===== config.mk =====
export PLATFORM = sky130hd
export DESIGN_NAME = mc_sequencer
export DESIGN_NICKNAME = d
export VERILOG_FILES = /design/src/rtl/mc_sequencer.sv
export SDC_FILE = /design/constraint.sdc
export NUM_CORES = 1
export LEC_CHECK = 0
export ABC_AREA = 1
export BUFFER_PORTS_ARGS = -buffer_cell sky130_fd_sc_hd__buf_2
export CAP_MARGIN = 0
export CORE_MARGIN = 2
export CORE_UTILIZATION = 44
export DETAILED_ROUTE_END_ITERATION = 10
export MAX_ROUTING_LAYER = met4
export PLACE_DENSITY = 0.75
export SETUP_SLACK_MARGIN = 0.15
export SYNTH_ARGS = -nofsm -noshare
export SYNTH_HDL_FRONTEND = slang
export SYNTH_SLANG_ARGS = --single-unit
export TNS_END_PERCENT = 30

===== constraint.sdc =====
create_clock -name clk -period 4.5 [get_ports clk]
set_input_delay 0.675 -clock clk [delete_from_list [all_inputs] [get_ports clk]]
set_output_delay 0.675 -clock clk [all_outputs]
set_load 0.05 [all_outputs]

===== src/rtl/mc_sequencer.sv =====
// mc_sequencer
//   Multi-cycle control sequencer. Walks each instruction through
//   FETCH -> DECODE -> EXEC -> (MEM) -> (WB) and decides on which cycle the
//   IR, PC, data memory and register file are allowed to update. ALU
//   control stays in control_unit; this block only owns the timing.
//
// Ports
//   clk, rst            clock, asynchronous active-low reset
//   start               leave IDLE/HALT and begin fetching
//   halt_req            on a retire cycle, park in HALT instead of fetching
//   opcode, funct3      instruction fields from the IR (used in DECODE only)
//   alu_zero            ALU zero flag, resolves BEQ/BNE in EXEC
//   imem_ready          instruction memory data valid
//   dmem_ready          data memory access complete
//   imem_req, ir_we     fetch request / IR load strobe
//   dmem_req, dmem_we   data request / 1 = store
//   rf_we, wb_sel       register write enable / source (0 ALU, 1 mem, 2 PC+4)
//   pc_en, pc_sel       PC update strobe / source (0 PC+4, 1 PC+imm, 2 ALU)
//   state, busy         current state encoding / in FETCH..WB
//   illegal, timeout    sticky error flags
//   retire, retired_cnt completion pulse / wrapping retire counter
module mc_sequencer #(
  parameter int unsigned TIMEOUT = 16
) (
  input  logic        clk,
  input  logic        rst,
  input  logic        start,
  input  logic        halt_req,
  input  logic [6:0]  opcode,
  input  logic [2:0]  funct3,
  input  logic        alu_zero,
  input  logic        imem_ready,
  input  logic        dmem_ready,
  output logic        imem_req,
  output logic        ir_we,
  output logic        dmem_req,
  output logic        dmem_we,
  output logic        rf_we,
  output logic [1:0]  wb_sel,
  output logic        pc_en,
  output logic [1:0]  pc_sel,
  output logic [2:0]  state,
  output logic        busy,
  output logic        illegal,
  output logic        timeout,
  output logic        retire,
  output logic [31:0] retired_cnt
);

  localparam logic [2:0] S_IDLE   = 3'd0;
  localparam logic [2:0] S_FETCH  = 3'd1;
  localparam logic [2:0] S_DECODE = 3'd2;
  localparam logic [2:0] S_EXEC   = 3'd3;
  localparam logic [2:0] S_MEM    = 3'd4;
  localparam logic [2:0] S_WB     = 3'd5;
  localparam logic [2:0] S_HALT   = 3'd6;
  localparam logic [2:0] S_ERROR  = 3'd7;

  localparam logic [6:0] OP_R      = 7'b0110011;
  localparam logic [6:0] OP_IMM    = 7'b0010011;
  localparam logic [6:0] OP_32     = 7'b0111011;
  localparam logic [6:0] OP_IMM32  = 7'b0011011;
  localparam logic [6:0] OP_LOAD   = 7'b0000011;
  localparam logic [6:0] OP_STORE  = 7'b0100011;
  localparam logic [6:0] OP_BRANCH = 7'b1100011;
  localparam logic [6:0] OP_JAL    = 7'b1101111;
  localparam logic [6:0] OP_JALR   = 7'b1100111;
  localparam logic [6:0] OP_LUI    = 7'b0110111;

  // Instruction class held from DECODE to retire; the IR fields are not
  // trusted after DECODE.
  localparam logic [2:0] C_ALU   = 3'd0;
  localparam logic [2:0] C_LOAD  = 3'd1;
  localparam logic [2:0] C_STORE = 3'd2;
  localparam logic [2:0] C_BEQ   = 3'd3;
  localparam logic [2:0] C_BNE   = 3'd4;
  localparam logic [2:0] C_JAL   = 3'd5;
  localparam logic [2:0] C_JALR  = 3'd6;

  localparam logic        TO_EN   = (TIMEOUT != 0);
  localparam logic [31:0] TO_LAST = TIMEOUT - 32'd1;

  logic [2:0]  state_q, state_d;
  logic [2:0]  cls_q, cls_d;
  logic [31:0] wait_q, wait_d;
  logic [31:0] cnt_q, cnt_d;
  logic        illegal_q, illegal_d;
  logic        timeout_q, timeout_d;

  logic        dec_legal;
  logic [2:0]  dec_cls;
  logic        is_branch, is_mem, br_taken, wait_hit;

  // ---------------------------------------------------------------------
  // Opcode/funct3 classification (consumed only in DECODE)
  // ---------------------------------------------------------------------
  always_comb begin
    dec_legal = 1'b1;
    dec_cls   = C_ALU;
    case (opcode)
      OP_R, OP_IMM, OP_32, OP_IMM32, OP_LUI: dec_cls = C_ALU;
      OP_LOAD:  dec_cls = C_LOAD;
      OP_STORE: dec_cls = C_STORE;
      OP_JAL:   dec_cls = C_JAL;
      OP_JALR:  dec_cls = C_JALR;
      OP_BRANCH: begin
        if (funct3 == 3'b000)      dec_cls = C_BEQ;
        else if (funct3 == 3'b001) dec_cls = C_BNE;
        else                       dec_legal = 1'b0;
      end
      default: dec_legal = 1'b0;
    endcase
  end

  assign is_branch = (cls_q == C_BEQ) || (cls_q == C_BNE);
  assign is_mem    = (cls_q == C_LOAD) || (cls_q == C_STORE);
  assign br_taken  = (cls_q == C_BEQ) ? alu_zero : !alu_zero;
  // Last permitted wait cycle; only meaningful while ready is low.
  assign wait_hit  = TO_EN && (wait_q == TO_LAST);

  // ---------------------------------------------------------------------
  // Strobes: decoded from registered state, class and the ready inputs.
  // start/halt_req never reach an output combinationally.
  // ---------------------------------------------------------------------
  always_comb begin
    imem_req = 1'b0;
    ir_we    = 1'b0;
    dmem_req = 1'b0;
    dmem_we  = 1'b0;
    rf_we    = 1'b0;
    wb_sel   = 2'd0;
    pc_en    = 1'b0;
    pc_sel   = 2'd0;
    retire   = 1'b0;
    case (state_q)
      S_FETCH: begin
        imem_req = 1'b1;
        ir_we    = imem_ready;
      end
      S_EXEC: begin
        if (is_branch) begin
          pc_en  = 1'b1;
          pc_sel = br_taken ? 2'd1 : 2'd0;
          retire = 1'b1;
        end
      end
      S_MEM: begin
        dmem_req = 1'b1;
        dmem_we  = (cls_q == C_STORE);
        if ((cls_q == C_STORE) && dmem_ready) begin
          pc_en  = 1'b1;
          retire = 1'b1;
        end
      end
      S_WB: begin
        rf_we  = 1'b1;
        pc_en  = 1'b1;
        retire = 1'b1;
        case (cls_q)
          C_LOAD:  wb_sel = 2'd1;
          C_JAL:   wb_sel = 2'd2;
          C_JALR:  wb_sel = 2'd2;
          default: wb_sel = 2'd0;
        endcase
        case (cls_q)
          C_JAL:   pc_sel = 2'd1;
          C_JALR:  pc_sel = 2'd2;
          default: pc_sel = 2'd0;
        endcase
      end
      default: ;
    endcase
  end

  // ---------------------------------------------------------------------
  // Next-state
  // ---------------------------------------------------------------------
  always_comb begin
    state_d   = state_q;
    cls_d     = cls_q;
    wait_d    = wait_q;
    cnt_d     = cnt_q;
    illegal_d = illegal_q;
    timeout_d = timeout_q;
    case (state_q)
      S_IDLE, S_HALT: begin
        if (start) begin
          state_d = S_FETCH;
          wait_d  = '0;
        end
      end
      S_FETCH: begin
        // Ready wins over an expiring wait counter in the same cycle.
        if (imem_ready) begin
          state_d = S_DECODE;
        end else if (wait_hit) begin
          timeout_d = 1'b1;
          state_d   = S_ERROR;
        end else begin
          wait_d = wait_q + 32'd1;
        end
      end
      S_DECODE: begin
        if (dec_legal) begin
          cls_d   = dec_cls;
          state_d = S_EXEC;
        end else begin
          illegal_d = 1'b1;
          state_d   = S_ERROR;
        end
      end
      S_EXEC: begin
        if (is_mem) begin
          state_d = S_MEM;
          wait_d  = '0;
        end else if (!is_branch) begin
          state_d = S_WB;
        end
      end
      S_MEM: begin
        if (dmem_ready) begin
          if (cls_q == C_LOAD) state_d = S_WB;
        end else if (wait_hit) begin
          timeout_d = 1'b1;
          state_d   = S_ERROR;
        end else begin
          wait_d = wait_q + 32'd1;
        end
      end
      default: ; // WB leaves through retire below; ERROR is absorbing
    endcase

    // Every completion path funnels through here.
    if (retire) begin
      cnt_d   = cnt_q + 32'd1;
      wait_d  = '0;
      state_d = halt_req ? S_HALT : S_FETCH;
    end
  end

  always_ff @(posedge clk or negedge rst) begin
    if (!rst) begin
      state_q   <= S_IDLE;
      cls_q     <= C_ALU;
      wait_q    <= '0;
      cnt_q     <= '0;
      illegal_q <= 1'b0;
      timeout_q <= 1'b0;
    end else begin
      state_q   <= state_d;
      cls_q     <= cls_d;
      wait_q    <= wait_d;
      cnt_q     <= cnt_d;
      illegal_q <= illegal_d;
      timeout_q <= timeout_d;
    end
  end

  assign state       = state_q;
  assign busy        = (state_q >= S_FETCH) && (state_q <= S_WB);
  assign illegal     = illegal_q;
  assign timeout     = timeout_q;
  assign retired_cnt = cnt_q;

endmodule


==> metrics.cfg, run 1 <==
[final_layout]
diodes = 0
layout.cells.most_common = nand2_1
layout_common_cells = 296 x nand2_1, 144 x nor2_1, 92 x nand3_1
layoutNonFillerInstCount = 1029
area_growth_pct = 11.6
fill_cells = 1203
nNetsFinal = 900
drive_gt1_frac = 0.114

[power]
p_sw_mw = 1.21
p_seq_frac = 0.324
ir_drop_mv = 0.511
clockPowerShare = 0.265
combPwrFrac = 0.411
leakagePower_nw = 2.90
powerDensity_nw_per_um2 = 423
intPower_mw = 1.27
netSwitchingFraction = 0.487

[detailed_routing]
dr.pass1.iters = 5
drt-initial-drc-count = 434
vias = 5236
drt_wl_total_um = 13700
via_per_inst = 5.09
drcViolationCount = 0
detail-route-antenna-nets = 0
drt-wirelength-per-cell_um = 13.3

[outcome]
outcome = complete, no violations

[sta]
grt_setup_unrepaired = false
skew_ns = 0.00752
hold_viol = 0
fin_crit_sh = 0.614
finalMaxSlewViolations = 0
finalSetupViolCount = 0
fin_crit_ns = 2.76
timing.slew.headroom = 0.382
worst_pin_slew_ns = 0.927
fin_setup_tns_ns = 0
fmax_mhz = 362

[synthesis]
syn_area_um2 = 5260
synth_top_family_by_area = simple AND/OR/NAND/NOR gates
yosys.area_share.adder = 0.00476
ys_types = 34
synth-compound-area-share = 0.0328
synth_edf_count = 0
ys.flop_type = dfrtp_1
yosys-top-cells-area = dfrtp_1 34%, nand2_1 21%, nor2_1 10%
synth_area_leader_cell = dfrtp_1
synthMuxAreaShare = 0
ys_seq_area_frac = 0.343
ys_warn_count = 0
synthCells = 827
ys_async_sr_fraction = 1.00
syn_nets = 846
ys_ff_latch = 72
synth-xor-area-share = 0.0617
synth_simple_gate_area_share = 0.473
synth_top_area_frac = 0.343
syn_area_per_cell_um2 = 6.36

[floorplanning]
ioPinCount = 66
row_count = 39
core_um2 = 11500
die_w_um = 113
start_util = 0.456
die_h_um = 113
fp.dieArea_um2 = 12800

[critical_path]
worstSetupStartpointType = flip-flop
setup.worst_path.end_class = flip-flop
arrival_ns = 2.99
crit_required_ns = 4.72
criticalPathCategory = flip-flop to flip-flop
rr_startpoint = state[1]
worst-path-max-fanout = 50
crit_path_start = state[1]

[clock_network]
hold_buffers = 0
post_cts_buffers = 0
htree_levels = 3
tritoncts = done
worstSkewPairLatency_ns = 0.34
cts.clk_slew.worst_paths_ns = 0.06
max-clock-path-buffers = 2
cts.repair.resized = 0
clock_sinks = 72
cts-root-buf = clkbuf_16
cts_made_buffers = 9

[global_route]
grt_pass1_wl_um = 23300
grt_pass1_vias = 4878
antenna_found_initial = 0
grt.overflow.total = 0
grtUsageTotal = 0.231
grt_max_degree = 73

[placement]
dpl.cell_count = 1013
place.gp.congestion = 0.919
hpwl_um = 9840
portBuffers = 65

[job]
maxCapViolations = 0

[hold_path]
hold_class = input pin to async pin

[path summary, 6_finish.rpt]
check	slack, ns	cells past startpoint	end
hold reg to reg	0.47	2	illegal
hold / removal	0.46	1	wait_q[10]
min in group clk	0.47	2	illegal
setup reg to reg	1.74	7	wait_q[30]
setup / recovery	1.74	7	wait_q[30]
max in group asynchronous	3.43	1	retired_cnt[10]
[worst max-delay path, stage by stage, from the launching register on]
cell and delay (ns):
dfrtp_1 0.61, inv_2 0.11, nand3_1 0.22, nand3_2 0.18
inv_2 0.66, nand2_2 0.57, nand2_1 0.21, nand2_1 0.06
[power by group through the flow]
stage | clock (mW) | combinational, mW | sequential [mW]
2_1_floorplan | 0 | 0.807 | 0.900
3_3_place_gp | 0 | 1.02 | 0.812
3_5_place_dp | 0 | 1.02 | 0.814
4_1_cts | 0.662 | 1.02 | 0.802
5_1_grt | 0.700 | 1.11 | 0.815
6_report | 0.658 | 1.02 | 0.805
[state kept, by name, indices dropped and copies added (netlist names)]
register,cells
retired_cnt,32
timeout,1
wait_q,32
cls_q,3
illegal,1
state,3
[through the flow]
stage | setup WS, ns | hold WS, ns | util | area, um2 | total power [mW]
after floorplan | 1.70 | 0.379 | - | 5260 | 1.71
after global placement | 1.86 | 0.446 | 0.486 | 5600 | 1.83
after detailed placement | 1.77 | 0.457 | 0.486 | 5600 | 1.83
after CTS | 1.74 | 0.475 | 0.509 | 5870 | 2.49
after global routing | 1.45 | 0.484 | 0.509 | 5870 | 2.63
final | 1.74 | 0.456 | 0.509 | 5870 | 2.48
[synthesized netlist by cell type (2+ instances only)]
master and number:
ha_1 2, nand4_1 11, nand2_4 2, inv_2 4, buf_4 8, inv_1 70
o21bai_1 5, nand2_2 4, nor2_2 3, nand3_2 3, buf_6 6, a21oi_1 3
xor2_1 27, xnor2_1 10, buf_2 8, nor3_1 26, o21ai_0 17, nor2_1 144
nand2_1 296, dfrtp_1 72, nor2_4 2, nand3_1 92
[kinds of logic after synthesis]
| family | count (synthesis) |
|---|---|
| compound gates | 30 |
| xor+xnor | 37 |
| fa+ha+maj | 2 |
| buf+inv | 97 |
| flops | 72 |
| simple gates | 589 |
[area by class of cell]
cell class              instances  area (um2)  area share
multi-input cells             658        3010       0.512
inverters                      74         278      0.0474
clock buffers                  11         233      0.0397
flip-flops and latches         72        1800       0.307
well taps                     143         179      0.0305
repair buffers                 66         335      0.0572
clock inverters                 5        33.8     0.00576
[routing by layer]
| layer | up-vias | part of all wire | wire length, um | GRT usage |
|---|---|---|---|---|
| met5 | - | 0 | 0 | - |
| met3 | 14 | 0.050 | 680 | 0.0391 |
| li1 | 2707 | - | - | - |
| met1 | 2378 | 0.48 | 6590 | 0.322 |
| met4 | 0 | 0.013 | 175 | 0.0650 |
| met2 | 137 | 0.46 | 6240 | 0.349 |
No activity file was read; power rests on OpenSTA's default activity.
==> inputs of run 2 (changes only) <==
Settings changed: PLACE_DENSITY 0.75 to 0.78.
Clock period 4.5 ns to 2.35 ns, I/O delays scaled along.
==> run 2 against run 1 <==
Net effect: hold slack got worse by 0.30 ns; clock power increased by 99%; combinational power increased by 110%; flip-flop and latch count unchanged; power increased by 100%; worst setup slack got worse by 1.5 ns; register-to-register slack got worse by 1.4 ns; sequential share of layout area decreased by 0.47 points; critical endpoint is now retire; largest power group unchanged.
==> metrics.cfg, run 2 (synthesis results as in run 1) <==
[outcome]
outcome = complete, no violations

[detailed_routing]
drt-wirelength-per-cell_um = 13.0  ; -2.4%
detail-route-antenna-nets = 0  ; unchanged
vias = 5427  ; +3.6%
drt-met1-wl_um = 6260  ; -4.9%
via_per_inst = 5.25  ; +3.1%
drcViolationCount = 0  ; unchanged
drt-initial-drc-count = 506  ; +17%
top_layer = met4
met2_length_um = 6000  ; -3.8%
dr.pass1.iters = 5  ; unchanged
drt_wl_total_um = 13400  ; -1.9%
wl_met3_um = 898  ; +32%

[global_route]
grtUsageTotal = 0.225  ; -0.00595
grt_pass1_vias = 4898  ; +0.41%
grt.overflow.total = 0  ; unchanged
grt_pass1_wl_um = 23100  ; -0.92%
grt_max_degree = 73  ; unchanged
antenna_found_initial = 0  ; unchanged

[clock_network]
cts-root-buf = clkbuf_16
htree_levels = 3  ; unchanged
tritoncts = done
worstSkewPairLatency_ns = 0.34  ; about the same
hold_buffers = 0  ; unchanged
cts.clk_slew.worst_paths_ns = 0.06  ; about the same
cts_made_buffers = 9  ; unchanged
clock_sinks = 72  ; unchanged
max-clock-path-buffers = 2  ; unchanged

[power]
netSwitchingFraction = 0.475  ; -0.0122
clockPowerShare = 0.262  ; -0.003
leakagePower_nw = 2.93  ; +1.3%
p_seq_frac = 0.311  ; -0.013
powerDensity_nw_per_um2 = 835  ; +97%
report.power.total_mw = 4.99  ; +100%
intPower_mw = 2.62  ; +110%
ir_drop_mv = 0.871  ; +70%
p_sw_mw = 2.37  ; +96%
combPwrFrac = 0.427  ; +0.016

[critical_path]
worst-path-max-fanout = 11  ; -78%
arrival_ns = 1.77  ; -1.22 ns
setup.worst_path.end_class = primary output
crit_required_ns = 2.00  ; -2.72 ns
worstSetupStartpointType = flip-flop
criticalPathCategory = flip-flop to primary output
r2r_slack_ns = 0.33  ; -1.41 ns

[sta]
fmax_mhz = 471
grt_setup_unrepaired = true
fin_crit_sh = 0.903
fin_setup_tns_ns = 0  ; unchanged
skew_ns = 0.00617  ; -0.00135 ns
timing.slew.headroom = 0.381  ; -0.000835
fin_crit_ns = 2.12
whs_ns = 0.157  ; -0.300 ns
finalSetupViolCount = 0  ; unchanged
hold_viol = 0  ; unchanged
worst_pin_slew_ns = 0.928  ; +0.00125 ns
finalMaxSlewViolations = 0  ; unchanged

[hold_path]
hold_class = input pin to async pin

[final_layout]
layout_common_cells = 296 x nand2_1, 144 x nor2_1, 92 x nand3_1
multiInputGateArea_um2 = 3030  ; +0.75%
nNetsFinal = 905  ; +0.56%
seq_area_um2 = 1810  ; +0.21%
diodes = 0  ; unchanged
fill_cells = 1178  ; -2.1%
drive_gt1_frac = 0.123  ; +0.00946
final_cell_area_um2 = 5970  ; +1.8%
utilization = 0.518  ; +0.00902
area_growth_pct = 13.6
layout.cells.most_common = nand2_1

[floorplanning]
die_w_um = 113  ; unchanged
fp.dieArea_um2 = 12800  ; unchanged
ioPinCount = 66  ; unchanged
die_h_um = 113  ; unchanged
row_count = 39  ; unchanged
core_um2 = 11500  ; unchanged
start_util = 0.456  ; unchanged

[placement]
place.gp.congestion = 0.992  ; +8.0%
dpl-instance-area_um2 = 5650  ; +0.96%
portBuffers = 65  ; unchanged
hpwl_um = 9890  ; +0.54%

[job]
maxCapViolations = 0  ; unchanged

run 2: final cells by class:
| class | instances | area share |
|---|---|---|
| repair buffers | 71 | 0.0660 |
| well taps | 143 | 0.0300 |
| inverters | 74 | 0.0465 |
| clock buffers | 12 | 0.0430 |
| clock inverters | 4 | 0.00482 |
| multi-input cells | 658 | 0.507 |
| flip-flops and latches | 72 | 0.302 |
run 2: timing repair:
item	4_1_cts	5_1_grt
setup buffers	0	0
endpoints found under the setup margin	30	35
gates resized for setup	1	5
run 2: worst paths after layout:
check,start,endpoint,cells after the start
max,state[0],retire,5
min,rst,wait_q[9],1
max reg2reg,wait_q[0],wait_q[26],10
min reg2reg,illegal,illegal,2
max in group asynchronous,rst,state[1],1
min in group clk,halt_req,state[1],3
run 2: power by group through the flow:
| stage | clock, mW | sequential [mW] | combinational [mW] |
|---|---|---|---|
| floorplan | 0 | 1.73 | 1.56 |
| global placement | 0 | 1.57 | 2.03 |
| detailed placement | 0 | 1.57 | 2.04 |
| CTS | 1.32 | 1.55 | 2.05 |
| global route | 1.39 | 1.57 | 2.32 |
| finish | 1.31 | 1.55 | 2.13 |
run 2: metal layers:
layer / vias to the layer above / global-route usage
met5: - / -
met4: 0 / 0.0715
met3: 31 / 0.0332
met2: 220 / 0.343
met1: 2456 / 0.311
li1: 2720 / -
run 2: metrics by stage:
| stage | std cells | worst slack [ns] |
|---|---|---|
| 2_1_floorplan | 827 | 0.109 |
| 3_3_place_gp | 1018 | 0.126 |
| 3_5_place_dp | 1018 | 0.0241 |
| 4_1_cts | 1034 | 0.180 |
| 5_1_grt | 1034 | 0.0943 |
| 6_report | 1034 | 0.228 |
run 2: critical path, stage by stage, from the launching register on:
cell      delay (ns)
dfrtp_2         0.52
nand2_1         0.12
nor2_2          0.15
nand2_1         0.16
nand3_2         0.20
clkbuf_4        0.27
